`src/rtl/keypad_key_buffer.sv`:
```
// keypad_key_buffer: debounces the scan FSM's DATA/PRESS stream into one key code
// per physical press and queues the codes in a small FIFO popped by the MCU.
// Optional feature macro: KEYBUF_AUTOREPEAT_EN (re-push the held code every
// REPEAT_CYC cycles while the key stays held). Undefined by default.
//
// state | meaning
// IDLE  | no key; waiting for PRESS
// QUAL  | press seen; counting consecutive stable samples of cand
// HELD  | press accepted and pushed; waiting for release
// RELQ  | release seen; counting consecutive released samples
module keypad_key_buffer #(
  parameter int DEBOUNCE_CYC = 1000,
  parameter int DEPTH        = 4,
  parameter int REPEAT_CYC   = 50000
) (
  input  logic                     CLK,
  input  logic                     RST,
  input  logic [3:0]               DATA,
  input  logic                     PRESS,
  input  logic                     RD_EN,
  input  logic                     CLR_OVR,
  output logic [3:0]               DOUT,
  output logic                     EMPTY,
  output logic                     FULL,
  output logic [$clog2(DEPTH):0]   COUNT,
  output logic                     OVERRUN,
  output logic                     INT
);

  localparam int AW = $clog2(DEPTH);
  localparam int CW = $clog2(DEBOUNCE_CYC + 1);
  localparam logic [CW-1:0] CNT_LAST = CW'(DEBOUNCE_CYC - 1);
  localparam logic [AW:0]   DEPTH_V  = (AW + 1)'(DEPTH);

  typedef enum logic [1:0] {IDLE, QUAL, HELD, RELQ} state_t;

  state_t        state_q, state_d;
  logic [3:0]    cand_q, cand_d;
  logic [CW-1:0] cnt_q, cnt_d;
  logic          push_deb;
  logic          push;

  // Debounce state, candidate code and stability counter
  always_ff @(posedge CLK) begin
    if (RST) begin
      state_q <= IDLE;
      cand_q  <= '0;
      cnt_q   <= '0;
    end else begin
      state_q <= state_d;
      cand_q  <= cand_d;
      cnt_q   <= cnt_d;
    end
  end

  // Debounce next-state; push fires on the sample that completes qualification
  always_comb begin
    state_d  = state_q;
    cand_d   = cand_q;
    cnt_d    = cnt_q;
    push_deb = 1'b0;
    case (state_q)
      IDLE: begin
        if (PRESS) begin
          cand_d  = DATA;
          cnt_d   = CW'(1);
          state_d = QUAL;
        end
      end
      QUAL: begin
        if (!PRESS) begin
          cnt_d   = '0;
          state_d = IDLE;
        end else if (DATA != cand_q) begin
          cand_d = DATA;
          cnt_d  = CW'(1);
        end else begin
          cnt_d = cnt_q + CW'(1);
          if (cnt_q == CNT_LAST) begin
            push_deb = 1'b1;
            state_d  = HELD;
          end
        end
      end
      HELD: begin
        if (!PRESS) begin
          cnt_d   = CW'(1);
          state_d = RELQ;
        end
      end
      RELQ: begin
        if (PRESS) begin
          state_d = HELD;
        end else if (cnt_q == CNT_LAST) begin
          cnt_d   = '0;
          state_d = IDLE;
        end else begin
          cnt_d = cnt_q + CW'(1);
        end
      end
      default: state_d = IDLE;
    endcase
  end

`ifdef KEYBUF_AUTOREPEAT_EN
  localparam int RW = $clog2(REPEAT_CYC + 1);
  localparam logic [RW-1:0] REP_LAST = RW'(REPEAT_CYC - 1);

  logic [RW-1:0] rep_q;
  logic          rep_fire;

  assign rep_fire = (state_q == HELD) && PRESS && (rep_q == REP_LAST);

  // Repeat timer runs only across continuous HELD; any exit restarts the period
  always_ff @(posedge CLK) begin
    if (RST) begin
      rep_q <= '0;
    end else if ((state_q == HELD) && PRESS) begin
      rep_q <= rep_fire ? '0 : rep_q + RW'(1);
    end else begin
      rep_q <= '0;
    end
  end

  assign push = push_deb | rep_fire;
`else
  if (REPEAT_CYC < 1) begin : g_bad_repeat_cyc
    $error("REPEAT_CYC must be >= 1");
  end

  assign push = push_deb;
`endif

  logic [3:0]    mem [DEPTH];
  logic [AW-1:0] wr_ptr, rd_ptr;
  logic [AW:0]   cnt_f, count_nx;
  logic          empty_q, full_q, ovr_q;
  logic          pop, wr_ok, ovr_set;

  assign pop     = RD_EN & ~empty_q;
  assign wr_ok   = push & (~full_q | pop);
  assign ovr_set = push & full_q & ~pop;

  // Occupancy after this cycle's push/pop
  always_comb begin
    count_nx = cnt_f;
    if (wr_ok && !pop) begin
      count_nx = cnt_f + (AW + 1)'(1);
    end else if (!wr_ok && pop) begin
      count_nx = cnt_f - (AW + 1)'(1);
    end
  end

  // FIFO storage; contents need no reset since DOUT is masked while empty
  always_ff @(posedge CLK) begin
    if (wr_ok) begin
      mem[wr_ptr] <= cand_q;
    end
  end

  // Pointers, occupancy, status flags and sticky overrun
  always_ff @(posedge CLK) begin
    if (RST) begin
      wr_ptr  <= '0;
      rd_ptr  <= '0;
      cnt_f   <= '0;
      empty_q <= 1'b1;
      full_q  <= 1'b0;
      ovr_q   <= 1'b0;
    end else begin
      if (wr_ok) wr_ptr <= wr_ptr + AW'(1);
      if (pop)   rd_ptr <= rd_ptr + AW'(1);
      cnt_f   <= count_nx;
      empty_q <= (count_nx == '0);
      full_q  <= (count_nx == DEPTH_V);
      if (ovr_set) begin
        ovr_q <= 1'b1;
      end else if (CLR_OVR) begin
        ovr_q <= 1'b0;
      end
    end
  end

  assign DOUT    = empty_q ? 4'd0 : mem[rd_ptr];
  assign EMPTY   = empty_q;
  assign FULL    = full_q;
  assign COUNT   = cnt_f;
  assign OVERRUN = ovr_q;
  assign INT     = ~empty_q;

endmodule

```
`config.mk`:
```
export PLATFORM = sky130hd
export DESIGN_NAME = keypad_key_buffer
export DESIGN_NICKNAME = d
export VERILOG_FILES = /design/src/rtl/keypad_key_buffer.sv
export SDC_FILE = /design/constraint.sdc
export NUM_CORES = 1
export LEC_CHECK = 0
export ABC_AREA = 1
export BUFFER_PORTS_ARGS = -buffer_cell sky130_fd_sc_hd__buf_2
export CAP_MARGIN = 40
export CORE_MARGIN = 2
export CORE_UTILIZATION = 63
export CTS_CLUSTER_SIZE = 24
export DETAILED_ROUTE_END_ITERATION = 16
export PLACE_DENSITY = 0.95
export SLEW_MARGIN = 15
export SYNTH_ARGS = -nofsm -noshare
export SYNTH_HDL_FRONTEND = slang
export SYNTH_SLANG_ARGS = --single-unit
```
`constraint.sdc`:
```
create_clock -name CLK -period 2.9 [get_ports CLK]
set_input_delay 0.29 -clock CLK [delete_from_list [all_inputs] [get_ports CLK]]
set_output_delay 0.29 -clock CLK [all_outputs]
set_load 0.005 [all_outputs]
```
==> flow_metrics.tcl, run 1 <==
set metrics [dict create \
    start_kind "register" \
    ys_types 35 \
    synth_mux_area_frac 0 \
    async_flop_share 0 \
    crit_fanout 8 \
    routabilityCongestion 0.818 \
    synth_nets 277 \
    drt_iter0_markers 87 \
    hp-class "primary input to register" \
    routed-wl-met2_um 2140 \
    hold_viol 0 \
    slew_headroom 0.725 \
    reg2reg_depth 9 \
    yosys-top-cells-area "dfxtp_1 (26%), edfxtp_1 (22%), nand2_1 (7.2%)" \
    p_sw_frac 0.307 \
    vdd.ir_drop.worst_mv 0.326 \
    grt_pass1_vias 1744 \
    synth_top_area_share 0.257 \
    clock-sinks 44 \
    p_per_area_nw_per_um2 554 \
    synth.cell_area_sq_um 2180 \
    cts_tree "yes" \
    crit_family "simple AND/OR/NAND/NOR gates" \
    gr-total-overflow 0 \
    intPower_uw 913 \
    grtUsageTotal 0.238 \
    die_area_sq_um 3950 \
    syn_avg_cell_area_sq_um 8.37 \
    rows 21 \
    dp_cells 324 \
    vias 1776 \
    final_cells 332 \
    portBuffers 19 \
    clk_pin_slew_ns 0.14 \
    ant_nets 0 \
    wl_met1_um 1780 \
    setup_viol 0 \
    antenna_found_initial 0 \
    path_cells "ha_1, nand2_1, inv_2, nand2_1, nor2_4, inv_2, nor2_4, nand2_1, nor2_1" \
    dp_hpwl_um 3250 \
    rr_endpoint "mem[1][3]$_DFFE_PP_" \
    io_pins 20 \
    synth_top_family_by_area "simple AND/OR/NAND/NOR gates" \
    rrSetupSlack_ns 0.83 \
    ctsResizeCount 0 \
    period_share 0.713 \
    crit_required_ns 2.95 \
    yosys.area_share.simple 0.248 \
    root_buffer "clkbuf_4" \
    ys.flop_type "dfxtp_1" \
    crit_top_cell "nand2_1" \
    fin_skew_ns 0.0180 \
    fin_total_pwr_uw 1320 \
    synth-seq-cells 44 \
    outcome "finished clean" \
    postCtsSetupBuffers 0 \
    synth_top_area_cell "dfxtp_1" \
    cts_max_level 2 \
    synth_fa_ha_area_frac 0.0401 \
    min_from "CLR_OVR" \
    maxCapViolations 0 \
    end_kind "register" \
    cts_buffer_depth 2 \
    areaGrowthSynthToFinish_pct 8.94 \
    pwr-share-clk 0.276 \
    die_w_um 62.9 \
    nets 301 \
    grt_pass1_wl_um 7270 \
    criticalPathCategory "register to register" \
    report.final.slew_viol_count 0 \
    synth-edff-count 16 \
    grt_max_degree 16 \
    arrival_ns 2.12 \
    ys_seq_area_frac 0.477 \
    synthTopCellsByCount "nand2_1 (42), inv_1 (38), nor2_1 (36), dfxtp_1 (28), a21oi_1 (23)" \
    rsz0062_at_grt "false" \
    fillers 272 \
    antenna_cells 0 \
    met3_length_um 208 \
    worst_pin_slew_ns 0.409 \
    tns_ns 0 \
    comb_power_share 0.183 \
    p_sw_uw 405 \
    numCtsBuffers 5 \
    dr.pass1.iters 4 \
    whs_endpoint "OVERRUN$_SDFFE_PP0P_" \
    period_minus_slack_ns 2.07 \
    clock_latency_ns 0.38 \
    wl_um 4250 \
    max_freq_mhz 483 \
    synthCells 261 \
    slowest_delay_ns 0.40 \
    path_buf_inv 2 \
    die_h_um 62.9 \
    avgViaCountPerCell 5.35 \
    synth_xor_xnor_area_share 0.0120 \
    drive_gt1_frac 0.185 \
    worst_path_max_delay_cell "dfxtp_1" \
    crit_cells 9 \
    ys_warn_count 0 \
    synth.most_common_cell "nand2_1" \
    cts-hold-fix-buffers 0 \
    p_seq_frac 0.541 \
    highest_layer "met4" \
    synth_compound_area_frac 0.130 \
    post_drt_wl_per_cell_um 12.8 \
    start_util 0.654 \
    leakage_uw 0.00104 \
    core_sq_um 3340 \
    hold_depth 4 \
    timing.rr.start "cnt_q[0]$_SDFFE_PP0P_" \
    route.detailed.drc 0 \
]
==> how the worst max path moves through the flow <==
| stage | start | endpoint |
|---|---|---|
| 2_1_floorplan | cnt_q[0]$_SDFFE_PP0P_ | mem[0][0]$_DFFE_PP_ |
| 3_3_place_gp | cnt_q[0]$_SDFFE_PP0P_ | mem[2][0]$_DFFE_PP_ |
| 4_1_cts | cnt_q[0]$_SDFFE_PP0P_ | mem[1][0]$_DFFE_PP_ |
| 6_report | cnt_q[0]$_SDFFE_PP0P_ | mem[1][3]$_DFFE_PP_ |
| 5_1_grt | cnt_q[0]$_SDFFE_PP0P_ | mem[0][3]$_DFFE_PP_ |
| 3_5_place_dp | cnt_q[0]$_SDFFE_PP0P_ | mem[1][0]$_DFFE_PP_ |
==> placed cells by master, fill, tap and decap left out, types with 3 or more instances in the layout <==
| master | count |
|---|---|
| nand3_1 | 9 |
| nor2_2 | 4 |
| nand2_2 | 3 |
| buf_2 | 19 |
| nor2_1 | 36 |
| edfxtp_1 | 16 |
| o21ai_0 | 17 |
| clkbuf_4 | 5 |
| inv_1 | 38 |
| nor3_1 | 3 |
| nor2_4 | 5 |
| ha_1 | 7 |
| dfxtp_1 | 28 |
| inv_2 | 5 |
| nand2_1 | 42 |
| a21oi_1 | 23 |
==> cells by family (layout without fill, tap and decap cells) <==
| logic type | Yosys count | after routing |
|---|---|---|
| and+or+nand+nor | 111 | 111 |
| AOI/OAI and AO/OA | 50 | 50 |
| buffers and inverters | 46 | 71 |
| DFF | 44 | 44 |
| adders and majority gates | 7 | 7 |
| xor gates and xnor gates | 3 | 3 |
==> worst reg2reg max path, stage by stage, from the launching register on <==
cell and delay (ns):
dfxtp_1 0.40, ha_1 0.18, nand2_1 0.08, inv_2 0.09
nand2_1 0.09, nor2_4 0.18, inv_2 0.09, nor2_4 0.14
nand2_1 0.17, nor2_1 0.33
==> through the flow <==
stage                     area [sq um]  utilization  hold slack (ns)  setup WS [ns]
final                             2380        0.713            0.147          0.832
after global routing              2380        0.713            0.178          0.678
after CTS                         2380        0.713            0.141          0.829
after detailed placement          2300        0.689            0.457          0.852
after global placement            2300        0.689            0.451          0.947
after floorplan                   2180            -            0.444           1.09
==> state kept, by name, summed over array words and instances, names as in the netlist, named ones only <==
register,flops
mem,16
OVERRUN,1
EMPTY,1
rd_ptr,2
cand_q,4
state_q,1
cnt_q,10
wr_ptr,2
FULL,1
COUNT,3
==> metal layers <==
layer / track usage / up-vias
met3: 0.0577 / 18
met1: 0.261 / 799
met5: 0 / -
met2: 0.430 / 61
li1: - / 898
met4: 0.108 / 0
==> cell type report <==
type,instances,area (sq um),share of cell area
Timing Repair Buffer,19,95.1,0.0400
Tap cell,46,57.6,0.0242
Clock inverter,2,16.3,0.00684
Multi-Input combinational cell,171,938,0.395
Clock buffer,6,62.6,0.0263
Sequential cell,44,1040,0.438
Inverter,44,168,0.0705
==> power groups by stage <==
stage	clock [uW]	combinational (uW)	sequential, uW
6_report	363	241	713
4_1_cts	364	239	713
3_5_place_dp	0	238	727
3_3_place_gp	0	226	724
5_1_grt	390	274	720
2_1_floorplan	0	170	714
(Power assumes the default switching activity.)
==> run 2: changes to the inputs <==
Settings changed: CORE_UTILIZATION 63 to 58, PLACE_DENSITY 0.95 to 0.9.
Clock period 2.9 ns to 2.05 ns, I/O delays scaled along.
==> flow_metrics.tcl, run 2 (same netlist as run 1, synthesis figures left out) <==
set metrics [dict create \
    max_freq_mhz 534 \
    nets 302 \
    rr_endpoint "mem[2][0]$_DFFE_PP_" \
    intPower_uw 1440 \
    hold_depth 4 \
    pwr-share-clk 0.323 \
    rsz0062_at_grt "false" \
    core_sq_um 3630 \
    rrSetupSlack_ns 0.18 \
    io_pins 20 \
    leakage_uw 0.00106 \
    slew_headroom 0.782 \
    die_w_um 65.4 \
    period_share 0.913 \
    grt_max_degree 14 \
    die_h_um 65.4 \
    dp_hpwl_um 3110 \
    reg2reg_depth 8 \
    ant_nets 0 \
    antenna_found_initial 0 \
    post_drt_wl_per_cell_um 12.3 \
    largest_reg_flops 16 \
    grt_pass1_vias 1646 \
    crit_fanout 8 \
    final_core_util 0.671 \
    avgViaCountPerCell 5.15 \
    whs_endpoint "OVERRUN$_SDFFE_PP0P_" \
    vdd.ir_drop.worst_mv 0.425 \
    setup_viol 0 \
    start_kind "register" \
    root_buffer "clkbuf_8" \
    die_area_sq_um 4270 \
    cts_buffer_depth 2 \
    maxCapViolations 0 \
    timing.rr.start "cand_q[1]$_SDFFE_PP0P_" \
    hold_viol 0 \
    criticalPathCategory "register to register" \
    hp-class "primary input to register" \
    arrival_ns 1.86 \
    wl_um 4130 \
    tns_ns 0 \
    grt_pass1_wl_um 6940 \
    final_common_cell "nand2_1" \
    gr-total-overflow 0 \
    comb_power_share 0.168 \
    fillers 294 \
    outcome "finished clean" \
    routabilityCongestion 0.800 \
    rows 22 \
    worst_pin_slew_ns 0.325 \
    clk_pin_slew_ns 0.08 \
    final_cell_mix "nand2_1 (41), inv_1 (38), nor2_1 (32)" \
    min_from "CLR_OVR" \
    areaGrowthSynthToFinish_pct 11.7 \
    portBuffers 19 \
    regMostFlops "mem" \
    drt_iter0_markers 115 \
    period_minus_slack_ns 1.87 \
    start_util 0.601 \
    postCtsSetupBuffers 0 \
    cts_max_level 2 \
    clock-sinks 44 \
    holdWs_ns 0.152 \
    antenna_cells 0 \
    fin_skew_ns 0.00417 \
    drive_gt1_frac 0.202 \
    dr.pass1.iters 4 \
    report.final.slew_viol_count 0 \
    end_kind "register" \
    cts_tree "yes" \
    route.detailed.drc 0 \
    p_sw_frac 0.274 \
    crit_required_ns 2.04 \
    vias 1724 \
    p_sw_uw 544 \
    p_per_area_nw_per_um2 813 \
    grtUsageTotal 0.216 \
    numCtsBuffers 5 \
    p_seq_frac 0.509 \
    largestRegisters "mem x16, cnt_q x10, cand_q x4" \
    clock_latency_ns 0.29 \
]
-- run 2: cell types whose count changed in the layout (fill, tap and decap cells not counted), moves of 2 or more --
cell / delta
nor2_4: +2
nor2_2: +2
clkbuf_8: +5
nor2_1: -4
clkbuf_4: -5
-- run 2: cell type report --
class | count | area (sq um) | area share
flip-flops and latches | 44 | 1040 | 0.427
repair buffers | 20 | 103 | 0.0421
multi-input cells | 171 | 961 | 0.394
clock inverters | 2 | 35.0 | 0.0144
clock buffers | 6 | 72.6 | 0.0297
inverters | 44 | 168 | 0.0687
well taps | 48 | 60.1 | 0.0246
-- run 2: routing by layer --
| layer | track usage | wire length [um] | up-vias |
|---|---|---|---|
| met5 | 0 | 0 | - |
| met4 | 0.0807 | 57 | 0 |
| met3 | 0.0514 | 160 | 6 |
| met2 | 0.383 | 2120 | 31 |
| met1 | 0.252 | 1800 | 786 |
| li1 | - | - | 901 |
-- run 2: power by group through the flow --
stage,logic (uW),registers (uW),clock network [uW]
after global routing,384,1020,689
after detailed placement,331,1030,0
final,334,1010,641
after global placement,319,1030,0
after floorplan,240,1010,0
after CTS,333,1010,651
-- run 2: worst max-delay path by stage --
stage / start / end / slack [ns]
floorplan: cnt_q[0]$_SDFFE_PP0P_ / mem[0][0]$_DFFE_PP_ / 0.24
global placement: cnt_q[0]$_SDFFE_PP0P_ / mem[1][0]$_DFFE_PP_ / 0.17
detailed placement: cnt_q[0]$_SDFFE_PP0P_ / mem[2][0]$_DFFE_PP_ / 0.07
CTS: cand_q[1]$_SDFFE_PP0P_ / mem[2][0]$_DFFE_PP_ / 0.05
global route: cnt_q[0]$_SDFFE_PP0P_ / mem[2][1]$_DFFE_PP_ / 0.003
finish: cand_q[1]$_SDFFE_PP0P_ / mem[2][0]$_DFFE_PP_ / 0.18
-- run 2: worst max-delay path, stage by stage (launching register included) --
cell	delay [ns]
dfxtp_1	0.43
inv_1	0.09
nand2_1	0.07
nand2_1	0.06
nor2_2	0.20
nand3_2	0.15
nor2_4	0.17
nand2_2	0.17
nor2_2	0.23
-- run 2: timing repair --
item,in CTS,in global routing
hold buffers,0,0
setup endpoints to repair,0,16
resized for setup,0,7
-- run 2: stage by stage --
stage          instances  setup WS (ns)  area (sq um)  power [uW]
2_1_floorplan        261          0.245          2180        1250
3_3_place_gp         327          0.175          2310        1340
3_5_place_dp         327         0.0730          2310        1360
4_1_cts              335         0.0464          2420        1990
5_1_grt              335        0.00323          2440        2090
6_report             335          0.178          2440        1980
